**config.mk**
```make
export PLATFORM = sky130hd
export DESIGN_NAME = access_code_sender
export DESIGN_NICKNAME = d
export VERILOG_FILES = /design/src/rtl/access_pkg.sv /design/src/rtl/access_code_sender_cycle_timer.sv /design/src/rtl/access_code_sender.sv
export SDC_FILE = /design/constraint.sdc
export NUM_CORES = 1
export LEC_CHECK = 0
export ABC_AREA = 1
export CORE_AREA = 2 2 59 61
export DETAILED_ROUTE_END_ITERATION = 6
export DIE_AREA = 0 0 61 63
export PLACE_DENSITY_LB_ADDON = 0.1
export SYNTH_ARGS = -nofsm -noshare
export SYNTH_HDL_FRONTEND = slang
export SYNTH_HIERARCHICAL = 1
export SYNTH_SLANG_ARGS = --single-unit
```
**constraint.sdc**
```tcl
create_clock -name clk -period 6.82 [get_ports clk]
set_input_delay 0.682 -clock clk [delete_from_list [all_inputs] [get_ports clk]]
set_output_delay 0.682 -clock clk [all_outputs]
set_load 0.01 [all_outputs]
```
**src/rtl/access_pkg.sv**
```systemverilog
// Shared types and constants for the door-lock code sender.
package access_pkg;

    typedef enum logic [2:0] {
        IDLE      = 3'd0,
        SEND      = 3'd1,
        WAIT_RESP = 3'd2,
        OPEN      = 3'd3,
        LOCKOUT   = 3'd4
    } state_e;

    localparam int CODE_W   = 4;
    localparam int CODE_MIN = 4;
    localparam int CODE_MAX = 11;
    localparam int TIMER_W  = 8;
    localparam int FAIL_W   = 3;
    localparam int STAT_W   = 8;

    function automatic logic [STAT_W-1:0] sat_inc(input logic [STAT_W-1:0] v);
        sat_inc = (v == {STAT_W{1'b1}}) ? v : v + STAT_W'(1);
    endfunction

endpackage

```
**src/rtl/access_code_sender_cycle_timer.sv**
```systemverilog
// Up-counter with synchronous clear that stops at a runtime terminal value.
module cycle_timer
    import access_pkg::*;
(
    input  logic               clk,
    input  logic               rst_n,
    input  logic               clear,
    input  logic               enable,
    input  logic [TIMER_W-1:0] limit,
    output logic               done
);

    logic [TIMER_W-1:0] count_d;
    logic [TIMER_W-1:0] count_q;

    // Next count: clear wins, otherwise count up and hold at the limit so it never wraps.
    always_comb begin
        count_d = count_q;
        if (clear) begin
            count_d = {TIMER_W{1'b0}};
        end else if (enable && (count_q != limit)) begin
            count_d = count_q + TIMER_W'(1);
        end else begin
            count_d = count_q;
        end
    end

    // Count register.
    always_ff @(posedge clk or negedge rst_n) begin
        if (!rst_n) begin
            count_q <= {TIMER_W{1'b0}};
        end else begin
            count_q <= count_d;
        end
    end

    assign done = enable && (count_q == limit);

endmodule

```
**src/rtl/access_code_sender.sv**
```systemverilog
// Keypad-to-lock code sender with denial counting and lockout.
// Optional ACCESS_STATS_EN adds saturating grant/deny counters.
module access_code_sender
    import access_pkg::*;
#(
    parameter int FAIL_LIMIT     = 3,
    parameter int RESP_TIMEOUT   = 4,
    parameter int LOCKOUT_CYCLES = 32
) (
    input  logic              clk,
    input  logic              rst_n,
    input  logic              key_valid,
    input  logic [CODE_W-1:0] key_code,
    input  logic              key_submit,
    input  logic              open_access_door,
    output logic              validate_code,
    output logic [CODE_W-1:0] access_code,
    output logic              busy,
    output logic              locked_out,
    output logic [FAIL_W-1:0] fail_count
`ifdef ACCESS_STATS_EN
    ,
    output logic [STAT_W-1:0] grant_count,
    output logic [STAT_W-1:0] deny_count
`endif
);

    localparam logic [FAIL_W-1:0]  FAIL_LIMIT_C = FAIL_W'(FAIL_LIMIT);
    localparam logic [TIMER_W-1:0] RESP_LAST    = TIMER_W'(RESP_TIMEOUT - 1);
    localparam logic [TIMER_W-1:0] LOCK_LAST    = TIMER_W'(LOCKOUT_CYCLES - 1);

    state_e              state_q, state_d;
    logic [CODE_W-1:0]   code_q, code_d;
    logic                has_code_q, has_code_d;
    logic [FAIL_W-1:0]   fail_q, fail_d;
    logic [FAIL_W-1:0]   fail_inc_s;
    logic                timer_clear_s;
    logic                timer_en_s;
    logic [TIMER_W-1:0]  timer_limit_s;
    logic                timer_done_s;

    cycle_timer u_timer (
        .clk    (clk),
        .rst_n  (rst_n),
        .clear  (timer_clear_s),
        .enable (timer_en_s),
        .limit  (timer_limit_s),
        .done   (timer_done_s)
    );

    // Next-state, code capture and denial bookkeeping.
    always_comb begin
        state_d       = state_q;
        code_d        = code_q;
        has_code_d    = has_code_q;
        fail_d        = fail_q;
        timer_en_s    = 1'b0;
        timer_limit_s = RESP_LAST;
        fail_inc_s    = (fail_q >= FAIL_LIMIT_C) ? FAIL_LIMIT_C : fail_q + FAIL_W'(1);

        case (state_q)
            IDLE: begin
                if (key_valid) begin
                    code_d     = key_code;
                    has_code_d = 1'b1;
                end else begin
                    code_d     = code_q;
                end
                // A digit arriving with submit counts as held.
                if (key_submit && (has_code_q || key_valid)) begin
                    state_d = SEND;
                end else begin
                    state_d = IDLE;
                end
            end
            SEND: begin
                state_d = WAIT_RESP;
            end
            WAIT_RESP: begin
                timer_en_s    = 1'b1;
                timer_limit_s = RESP_LAST;
                if (open_access_door) begin
                    state_d    = OPEN;
                    fail_d     = {FAIL_W{1'b0}};
                    has_code_d = 1'b0;
                end else if (timer_done_s) begin
                    fail_d     = fail_inc_s;
                    has_code_d = 1'b0;
                    state_d    = (fail_inc_s == FAIL_LIMIT_C) ? LOCKOUT : IDLE;
                end else begin
                    state_d = WAIT_RESP;
                end
            end
            OPEN: begin
                if (!open_access_door) begin
                    state_d = IDLE;
                end else begin
                    state_d = OPEN;
                end
            end
            LOCKOUT: begin
                timer_en_s    = 1'b1;
                timer_limit_s = LOCK_LAST;
                if (timer_done_s) begin
                    state_d = IDLE;
                    fail_d  = {FAIL_W{1'b0}};
                end else begin
                    state_d = LOCKOUT;
                end
            end
            default: begin
                state_d    = IDLE;
                has_code_d = 1'b0;
            end
        endcase

        timer_clear_s = (state_d != state_q);
    end

    // State and datapath registers.
    always_ff @(posedge clk or negedge rst_n) begin
        if (!rst_n) begin
            state_q    <= IDLE;
            code_q     <= {CODE_W{1'b0}};
            has_code_q <= 1'b0;
            fail_q     <= {FAIL_W{1'b0}};
        end else begin
            state_q    <= state_d;
            code_q     <= code_d;
            has_code_q <= has_code_d;
            fail_q     <= fail_d;
        end
    end

    assign validate_code = (state_q == SEND);
    assign busy          = (state_q != IDLE);
    assign locked_out    = (state_q == LOCKOUT);
    assign access_code   = code_q;
    assign fail_count    = fail_q;

`ifdef ACCESS_STATS_EN
    logic [STAT_W-1:0] grant_q, grant_d;
    logic [STAT_W-1:0] deny_q, deny_d;
    logic              grant_ev_s;
    logic              deny_ev_s;

    // Attempt outcomes, counted saturating.
    always_comb begin
        grant_ev_s = (state_q == WAIT_RESP) && open_access_door;
        deny_ev_s  = (state_q == WAIT_RESP) && !open_access_door && timer_done_s;
        grant_d    = grant_ev_s ? sat_inc(grant_q) : grant_q;
        deny_d     = deny_ev_s  ? sat_inc(deny_q)  : deny_q;
    end

    // Statistics registers.
    always_ff @(posedge clk or negedge rst_n) begin
        if (!rst_n) begin
            grant_q <= {STAT_W{1'b0}};
            deny_q  <= {STAT_W{1'b0}};
        end else begin
            grant_q <= grant_d;
            deny_q  <= deny_d;
        end
    end

    assign grant_count = grant_q;
    assign deny_count  = deny_q;
`endif

endmodule

```
# --- After elaboration in Yosys (flattened, before gate mapping) ---
# Cells that the tools add are included.
op_classes:
  addsub: 2
  n_lt_le_gt_ge: 1
  n_eq_ne: 11
  n_mux: 20
  bitwise: 1
  reduce_logical: 13
ops:
  columns: ["op", "n"]
  rows:
  - ["3-bit 2-to-1 mux", 8]
  - ["8-bit 2-to-1 mux", 2]
  - ["3-bit case mux with 5 select lines", 1]
  - ["3-bit by 2-bit equality test with 1-bit output (second input constant)", 3]
  - ["8-bit by 1-bit adder with 8-bit output (second input constant)", 1]
  - ["8-bit by 5-bit equality test with 1-bit output", 1]
  - ["8-bit by 5-bit inequality test with 1-bit output", 1]
  - ["3-bit case mux with 2 select lines", 1]
  - ["3-bit AND reduction", 2]
  - ["1-bit 2-to-1 mux", 5]
  - ["5-bit 2-to-1 mux", 1]
  - ["2-bit nonzero test", 2]
  - ["3-bit by 1-bit adder with 3-bit output (second input constant)", 1]
  - ["3-bit by 1-bit equality test with 1-bit output (second input constant)", 1]
  - ["3-bit equality test (second input constant)", 1]
  - ["3-bit by 2-bit >= comparator with 1-bit output (second input constant)", 1]
  - ["1-bit logical AND", 3]
  - ["3-bit zero test", 1]
  - ["3-bit inequality test", 1]
  - ["3-bit inequality test (second input constant)", 1]
  - ["1-bit case mux with 3 select lines", 1]
  - ["3-bit nonzero test", 1]
  - ["3-bit OR reduction", 1]
  - ["2-bit 2-to-1 mux", 1]
  - ["6 further kinds", 6]
word_totals:
  register_bits: 19
  inputBits: 9
  elab_cells: 53

# --- Logic depth before layout (Yosys ltp) ---
# Gate-level depths: netlist (run 1).
depth:
  ltp_word: 9
  depth_mapped: 20

# --- Hierarchy ---
# The synthesis (run 1) kept the hierarchy.
by_module_without_submodules:
  columns: ["mod", "n_inst", "cells_each", "area_per_inst_um2", "seq_area_each_um2"]
  rows:
  - ["cycle_timer", 1, 103, 688.2, 200.2]
  - ["access_code_sender", 1, 92, 671.9, 275.3]

# --- Least setup slack after synthesis (run 1) ---
# Ideal clock, no wire load.
synth_path:
  kind: "reg-to-reg"
  startpoint: "register state_q[1]"
  endpoint: "register u_timer.count_q[0]"
  setup_ps: 118
  arrival_ps: 2315
  setup_slack_ps: 4388
  path_stages_with_launch: 19
  n_path_buf: 1
  path_cell_list: "dfrtp_1 > inv_2 > nand2_4 > nor2_4 > xnor2_1 > nand2_1 > nor2_2 > nand2_4 > nor2_1 > nand2_1 > nor2_2 > o21ai_2 > nor2_1 > nor2_1 > nand2_1 > inv_1 > clkbuf_4 > nand4_1 > nand2_1"
synth_between:
  elab_chain_len: 9
  elab_cells_between_ends: 19
synth_lines:
  columns: ["element", "line_no", "source"]
  rows:
  - ["start: declaration", "access_code_sender.sv:32", "state_e state_q, state_d;"]
  - ["start signal: assignment", "access_code_sender.sv:128", "state_q <= state_d;"]
  - ["3-bit equality test *", null, null]
  - ["named net locked_out", "access_code_sender.sv:19", "output logic locked_out,"]
  - ["5-bit 2-to-1 mux or 2-bit OR reduction (tied branches)", null, null]
  - ["8-bit by 5-bit equality test with 1-bit output or 1-bit 2-to-1 mux (tied branches)", "access_code_sender_cycle_timer.sv:37, access_code_sender.sv:61", null]
  - ["1-bit logical AND *", "access_code_sender_cycle_timer.sv:37", "assign done = enable && (count_q == limit);"]
  - ["named net timer_done_s", "access_code_sender.sv:40", "logic timer_done_s;"]
  - ["3-bit 2-to-1 mux", "access_code_sender.sv:86", "end else if (timer_done_s) begin"]
  - ["3-bit 2-to-1 mux", "access_code_sender.sv:82", "if (open_access_door) begin"]
  - ["3-bit case mux with 5 select lines *", "access_code_sender.sv:61", "case (state_q)"]
  - ["3-bit inequality test *", "access_code_sender.sv:117", "timer_clear_s = (state_d != state_q);"]
  - ["named net timer_clear_s", "access_code_sender.sv:37", "logic timer_clear_s;"]
  - ["8-bit 2-to-1 mux or 2-bit nonzero test (tied branches)", null, null]
  - ["end signal: assignment", "access_code_sender_cycle_timer.sv:31", "count_q <= {TIMER_W{1'b0}};"]
  - ["end signal: assignment", "access_code_sender_cycle_timer.sv:33", "count_q <= count_d;"]
  - ["end: declaration", "access_code_sender_cycle_timer.sv:14", "logic [TIMER_W-1:0] count_q;"]
# Mark *: on every way through the listed nets, which the timed path passes. The rest lies on a longest branch.
# A chain may end at the register's enable or synchronous reset.

# --- Worst setup path after layout (run 1) ---
layout_path:
  startpoint: "register state_q[1]"
  endpoint: "register u_timer.count_q[7]"
layout_between:
  elab_chain_len: 9
  elab_cells_between_ends: 19
layout_lines:
  columns: ["element", "line_no", "source"]
  rows:
  - ["3-bit equality test or 3-bit by 2-bit equality test with 1-bit output (tied branches)", "access_code_sender.sv:61", null]
  - ["2-bit OR reduction (no line) *", null, null]
  - ["1-bit 2-to-1 mux *", "access_code_sender.sv:61", null]
  - ["named net timer_en_s", "access_code_sender.sv:38", "logic timer_en_s;"]
  - ["1-bit logical AND *", "access_code_sender_cycle_timer.sv:37", null]
  - ["named net timer_done_s", "access_code_sender.sv:40", null]
  - ["3-bit 2-to-1 mux", "access_code_sender.sv:86", null]
  - ["3-bit 2-to-1 mux", "access_code_sender.sv:82", null]
  - ["3-bit case mux with 5 select lines *", "access_code_sender.sv:61", null]
  - ["3-bit inequality test *", "access_code_sender.sv:117", null]
  - ["named net timer_clear_s", "access_code_sender.sv:37", null]
  - ["8-bit 2-to-1 mux or 2-bit nonzero test (tied branches)", null, null]
# Marks and branches as above.

==> results of run 1 <==
[area by class of cell]
| cell class | instances | share of cell area [%] |
|---|---|---|
| clock buffer | 3 | 1.37 |
| clock inverter | 1 | 0.305 |
| inverter | 29 | 6.64 |
| multi-input combinational | 152 | 48.2 |
| sequential | 19 | 29.0 |
| tap | 46 | 3.51 |
| timing repair buffer | 18 | 11.0 |
[cell families (layout without fill, tap and decap cells)]
family / Yosys count / after routing
AND/OR/NAND/NOR: 127 / 127
other: 2 / 9
XOR/XNOR: 4 / 4
buffers and inverters: 31 / 51
adder cells (fa/ha/maj): 3 / 3
AO/OA/AOI/OAI: 9 / 9
flip-flops: 19 / 19
[layer usage]
layer	wire length [um]	global-route usage [%]	vias to the layer above	share of wire, %
met5	0	0	-	0
met3	68	1.24	4	2.6
li1	-	-	658	-
met1	1240	20.6	572	47
met4	30	4.08	0	1.1
met2	1310	27.2	20	49
[path summary, 6_finish.rpt]
kind,start,slack [ps],end
worst min-delay path,access_code[0],480,access_code[0]
worst max register to register,state_q[1],4090,u_timer/count_q[7]
min in group asynchronous,rst_n,870,state_q[0]
worst max-delay path,state_q[1],4090,u_timer/count_q[7]
worst min register to register,access_code[0],480,access_code[0]
max in group asynchronous,rst_n,5440,u_timer/count_q[3]
[flip-flops by register name (all words and copies together), names as in the netlist]
name and count:
access_code 4, state_q 3, fail_count 3, has_code_q 1
u_timer/count_q 8
[stage by stage]
| step | util, % | cell area, um^2 | total power (W) | hold slack [ps] | instances |
|---|---|---|---|---|---|
| finish | 50.7 | 1640 | 0.000490 | 483 | 268 |
| global route | 50.7 | 1640 | 0.000538 | 526 | 268 |
| CTS | 50.7 | 1640 | 0.000495 | 488 | 268 |
| detailed placement | 49.9 | 1610 | 0.000439 | 462 | 264 |
| global placement | 49.9 | 1610 | 0.000433 | 455 | 264 |
| floorplan | - | 1390 | 0.000360 | 386 | 202 |
[tightest hold or removal path, delay by kind of cell (launching register included)]
| family | cells | cell delay [ps] |
|---|---|---|
| AND/OR/NAND/NOR | 2 | 100 |
| flip-flops | 1 | 350 |
[synth_stat cells, types with 4 or more instances]
| master | number |
|---|---|
| o21ai_0 | 4 |
| dfrtp_1 | 19 |
| nand3_1 | 18 |
| nor2_1 | 14 |
| nand2_1 | 63 |
| inv_1 | 25 |
| nor2_2 | 5 |
| nand2_2 | 5 |
| nand3_2 | 4 |
| inv_2 | 4 |
| nand4_1 | 9 |
[where the power goes]
part,internal [W],switching [W]
registers,0.000142,0.0000248
clock network,0.0000218,0.0000335
logic,0.000102,0.000166
total,0.000266,0.000224
==> results.yml, run 1 <==
status:
  status: "complete, no violations"
min_path:
  whs_path_depth: 2
  holdCritPathClass: "reg2reg"
worst_setup_path:
  cp_num_cells: 16
  critPathKind: "reg2reg"
  critPathMaxFanout: 16
  rr_worst_depth: 16
  cp.arrival_ps: 2920
  path_delay_family: "simple AND/OR/NAND/NOR gates"
  cp_cell_sequence: "inv_2, nand2_4, nor2_4, inv_2, nand2_1, inv_1, nor2_1, nand2_1, nor2_2, o21ai_2, nor2_1, nor2_1, nand2_1, inv_1, nand4_1, nand2_1"
  slowest_delay_ps: 450
  critical_path.slowest_cell: "dfrtp_1"
  crit_top_cell: "nand2_1"
  required_ps: 7010
  crit_buf_inv: 4
  end_kind: "register"
  crit_path_start_kind: "register"
logic_synthesis:
  synth.distinct_cells: 27
  synthDominantCellAreaShare_pct: 35.0
  yosys_register_bits: 19
  synth_top_family_by_area: "simple AND/OR/NAND/NOR gates"
  yosys-top-cells-area: "dfrtp_1, nand2_1, inv_1"
  syn_avg_cell_area_um2: 6.97
  synth-warning-count: 6
  synth_xor_area_share_pct: 2.58
  ys.flop_type: "dfrtp_1"
  synth-async-reset-ratio_pct: 100
  synth_top_area_cell: "dfrtp_1"
  synth-compound-area-share_pct: 3.77
  synth_edf_count: 0
  syn_inst: 195
  netlist_area_um2: 1360
  synth-simple-area-share_pct: 46.5
  synth_fa_ha_area_share_pct: 2.76
  synth_mux_area_share_pct: 0
  synth-seq-area-share_pct: 35.0
cts:
  cts_tree: "built"
  hold_buffers: 0
  cts-root-buf: "clkbuf_4"
  cts_sinks: 19
  cts_resized: 0
  cts_inserted_buffers: 3
  htreeDepth: 1
  clk_latency_ps: 290
  cts_setup_buffers: 0
  clockBufferDepth: 2
  path_clk_slew_ps: 110
layout:
  layout_commonest_cell: "nand2_1"
  diodes: 0
  area_growth_pct: 20.5
  multiInputGateArea_um2: 790
  final_cell_mix: "nand2_1, inv_1, dfrtp_1"
  fill_cells: 315
  fin_nets: 235
  register_area_um2: 475
  drive_above_1_share_pct: 13.1
floorplanning:
  die_w_um: 61
  die_h_um: 63
  core.rowCount: 21
  ios: 19
  core-area_um2: 3230
  die_area_um2: 3840
  initial_utilization_pct: 42.1
sta:
  finClkSkew_ps: 2.36
  timing.fmax_mhz: 366
  timing.slew.headroom_pct: 43.5
  worst_slew_pin_slew_ps: 844
  rsz0062_at_grt: "no"
  finalSetupViolCount: 0
  min_period_ps: 2730
  setup_ws_ps: 4090
  timing.final.max_slew_violations: 0
  period_share_pct: 40.0
  hold_viol: 0
  final.setup.tns_ps: 0
route:
  dr.pass1.iters: 4
  wl_per_cell_um: 9.88
  vias: 1254
  antenna_left: 0
  drc_errors: 0
  totalWireLength_mm: 2.65
  vias_per_cell: 4.68
  drtIter0Drc: 86
placed_design:
  routabilityCongestion: 0.894
  dpl.hpwl_mm: 2.15
  port_buffers: 18
  pre_cts_ws_ps: 4120
power:
  leakagePower_nw: 0.880
  p_per_area_nw_per_um2: 299
  peakVddDrop_uv: 162
grt:
  track_usage_pct: 15.7
  grt_remaining_overflow: 0
  antenna_found_initial: 0
  grt_pass1_wl_mm: 4.77
  grt_max_degree: 20
  grt_pass1_vias: 1147
job:
  drv_cap: 0
(Power assumes the default switching activity.)
==> run 2: changes to the inputs <==
==> constraint.sdc (replaced) <==
create_clock -name clk -period 2.45 [get_ports clk]
set_input_delay 0.245 -clock clk [delete_from_list [all_inputs] [get_ports clk]]
set_output_delay 0.245 -clock clk [all_outputs]
set_load 0.01 [all_outputs]
==> run 2 against run 1 <==
Design area increased by 7.9%. Register-to-register slack lost 3900 ps. Die area unchanged. Global-route usage increased by 1.8 points.
==> results.yml, run 2 (synthesis gave the netlist of run 1 again) <==
sta:
  timing.final.max_slew_violations: 0
  timing.fmax_mhz: 433
  hold_viol: 0
  min_period_ps: 2310
  finalSetupViolCount: 0
  holdWs_ps: 271
  finClkSkew_ps: 4.60
  final.setup.tns_ps: 0
  period_share_pct: 94.2
  rsz0062_at_grt: "yes"
floorplanning:
  core-area_um2: 3230
  die_h_um: 63
  initial_utilization_pct: 42.1
  die_area_um2: 3840
  die_w_um: 61
  core.rowCount: 21
  ios: 19
layout:
  fill_cells: 320
  drive_above_1_share_pct: 18.9
  fin_area_um2: 1770
  fin_nets: 246
  final_cell_mix: "nand2_1, inv_1, dfrtp_1"
  multiInputGateArea_um2: 807
  regMostFlops: "u_timer/count_q"
  largest_register_ffs: 8
  final_util_pct: 54.7
  area_growth_pct: 30.1
  diodes: 0
  layout_commonest_cell: "nand2_1"
  register_area_um2: 475
  layout.cells.non_filler: 279
power:
  p_sw_share_pct: 43.0
  combPwrFrac_pct: 61.6
  p_sw_w: 0.000690
  p_int_w: 0.000913
  p_per_area_nw_per_um2: 906
  peakVddDrop_uv: 500
  leakagePower_nw: 0.946
  pwr-share-clk_pct: 9.9
  sequentialPowerShare_pct: 28.4
route:
  drc_errors: 0
  antenna_left: 0
  drtIter0Drc: 38
  dr.pass1.iters: 4
  vias_per_cell: 4.57
  met2_length_mm: 1.55
  routed.top_layer: "met4"
  wl_met3_um: 75
  wl_met1_mm: 1.35
  totalWireLength_mm: 3.00
  wl_per_cell_um: 10.7
  vias: 1274
cts:
  cts-root-buf: "clkbuf_4"
  cts_inserted_buffers: 3
  hold_buffers: 0
  cts_sinks: 19
  path_clk_slew_ps: 110
  cts_tree: "built"
  clk_latency_ps: 300
  clockBufferDepth: 2
  htreeDepth: 1
worst_setup_path:
  end_kind: "register"
  cp.arrival_ps: 2510
  crit_path_start_kind: "register"
  critPathKind: "reg2reg"
  critPathMaxFanout: 8
  required_ps: 2650
placed_design:
  dpl.hpwl_mm: 2.26
  port_buffers: 18
  placedCellCount: 271
  routabilityCongestion: 0.871
  placed_area_um2: 1680
grt:
  grt_remaining_overflow: 0
  grt_max_degree: 20
  grt_pass1_wl_mm: 5.25
  grt_pass1_vias: 1217
  track_usage_pct: 17.5
  antenna_found_initial: 0
min_path:
  holdCritPathClass: "in2async"
status:
  status: "complete, no violations"
job:
  drv_cap: 0
run 2: cell count changes in the layout (fill, tap and decap cells not counted):
cell       delta
buf_12        +1
buf_4         +9
clkbuf_16     +1
inv_1         -1
inv_2         +1
nand2_1       -1
nand2_2       +1
nor2_1        -1
nor2_4        +1
xnor2_1       -1
xnor2_2       +1
run 2: area by class of cell:
type / instances / area share [%]
clock buffer: 3 / 1.27
clock inverter: 1 / 0.283
inverter: 29 / 6.15
multi-input combinational: 152 / 45.6
sequential: 19 / 26.9
tap: 46 / 3.25
timing repair buffer: 29 / 16.5
run 2: timing repair:
action	in CTS	in global routing
buffers inserted	0	3
hold endpoints to repair	0	0
endpoints found under the setup margin	0	8
gates resized for setup	0	5
run 2: power by group through the flow:
| stage | logic (W) | registers [W] | clock network, W |
|---|---|---|---|
| final | 0.000988 | 0.000456 | 0.000159 |
| after global placement | 0.000854 | 0.000458 | 0 |
| after floorplan | 0.000518 | 0.000484 | 0 |
| after global routing | 0.00109 | 0.000469 | 0.000182 |
| after CTS | 0.000875 | 0.000457 | 0.000171 |
| after detailed placement | 0.000872 | 0.000463 | 0 |
run 2: metrics by stage:
| stage | power [W] | worst slack (ps) |
|---|---|---|
| floorplan | 0.00100 | 17.6 |
| detailed placement | 0.00134 | 150 |
| global route | 0.00174 | -32.7 |
| finish | 0.00160 | 141 |
| global placement | 0.00131 | 240 |
| CTS | 0.00150 | 121 |
run 2: path summary, 6_finish.rpt:
check	from	to	slack [ps]	cells past startpoint
max in group asynchronous	rst_n	fail_count[2]	1970	2
worst min-delay path	rst_n	has_code_q	270	2
worst min register to register	access_code[2]	access_code[2]	490	2
min in group clk	access_code[2]	access_code[2]	490	2
worst max-delay path	state_q[0]	u_timer/count_q[3]	140	18
worst max register to register	state_q[0]	u_timer/count_q[3]	140	18
run 2: metal layers:
metal	track usage, %	vias to the layer above
li1	-	677
met1	21.9	579
met2	29.8	16
met3	2.48	2
met4	5.98	0
met5	0	-
run 2: critical path, cell delays in order (launching register included):
cell and delay (ps):
dfrtp_1 430, inv_2 110, nand2_4 70, nor2_4 200, xnor2_2 140, nand2_1 80, nor2_2 160, nand2_4 70
nor2_4 120, nand2_2 80, nor2_2 90, o21ai_2 70, nor2_1 110, nor2_1 50, nand2_1 70, inv_2 60
clkbuf_16 160, nand4_1 90, nand2_1 60
==> run 3: changes to the inputs <==
--- a/config.mk
+++ b/config.mk
@@ -6,6 +6,7 @@
 export NUM_CORES = 1
 export LEC_CHECK = 0
 export ABC_AREA = 1
+export CAP_MARGIN = 25
 export CORE_AREA = 2 2 59 61
 export DETAILED_ROUTE_END_ITERATION = 6
 export DIE_AREA = 0 0 61 63
==> results of run 3 <==
The final DEF is identical to that of run 2; final timing and power are the same.
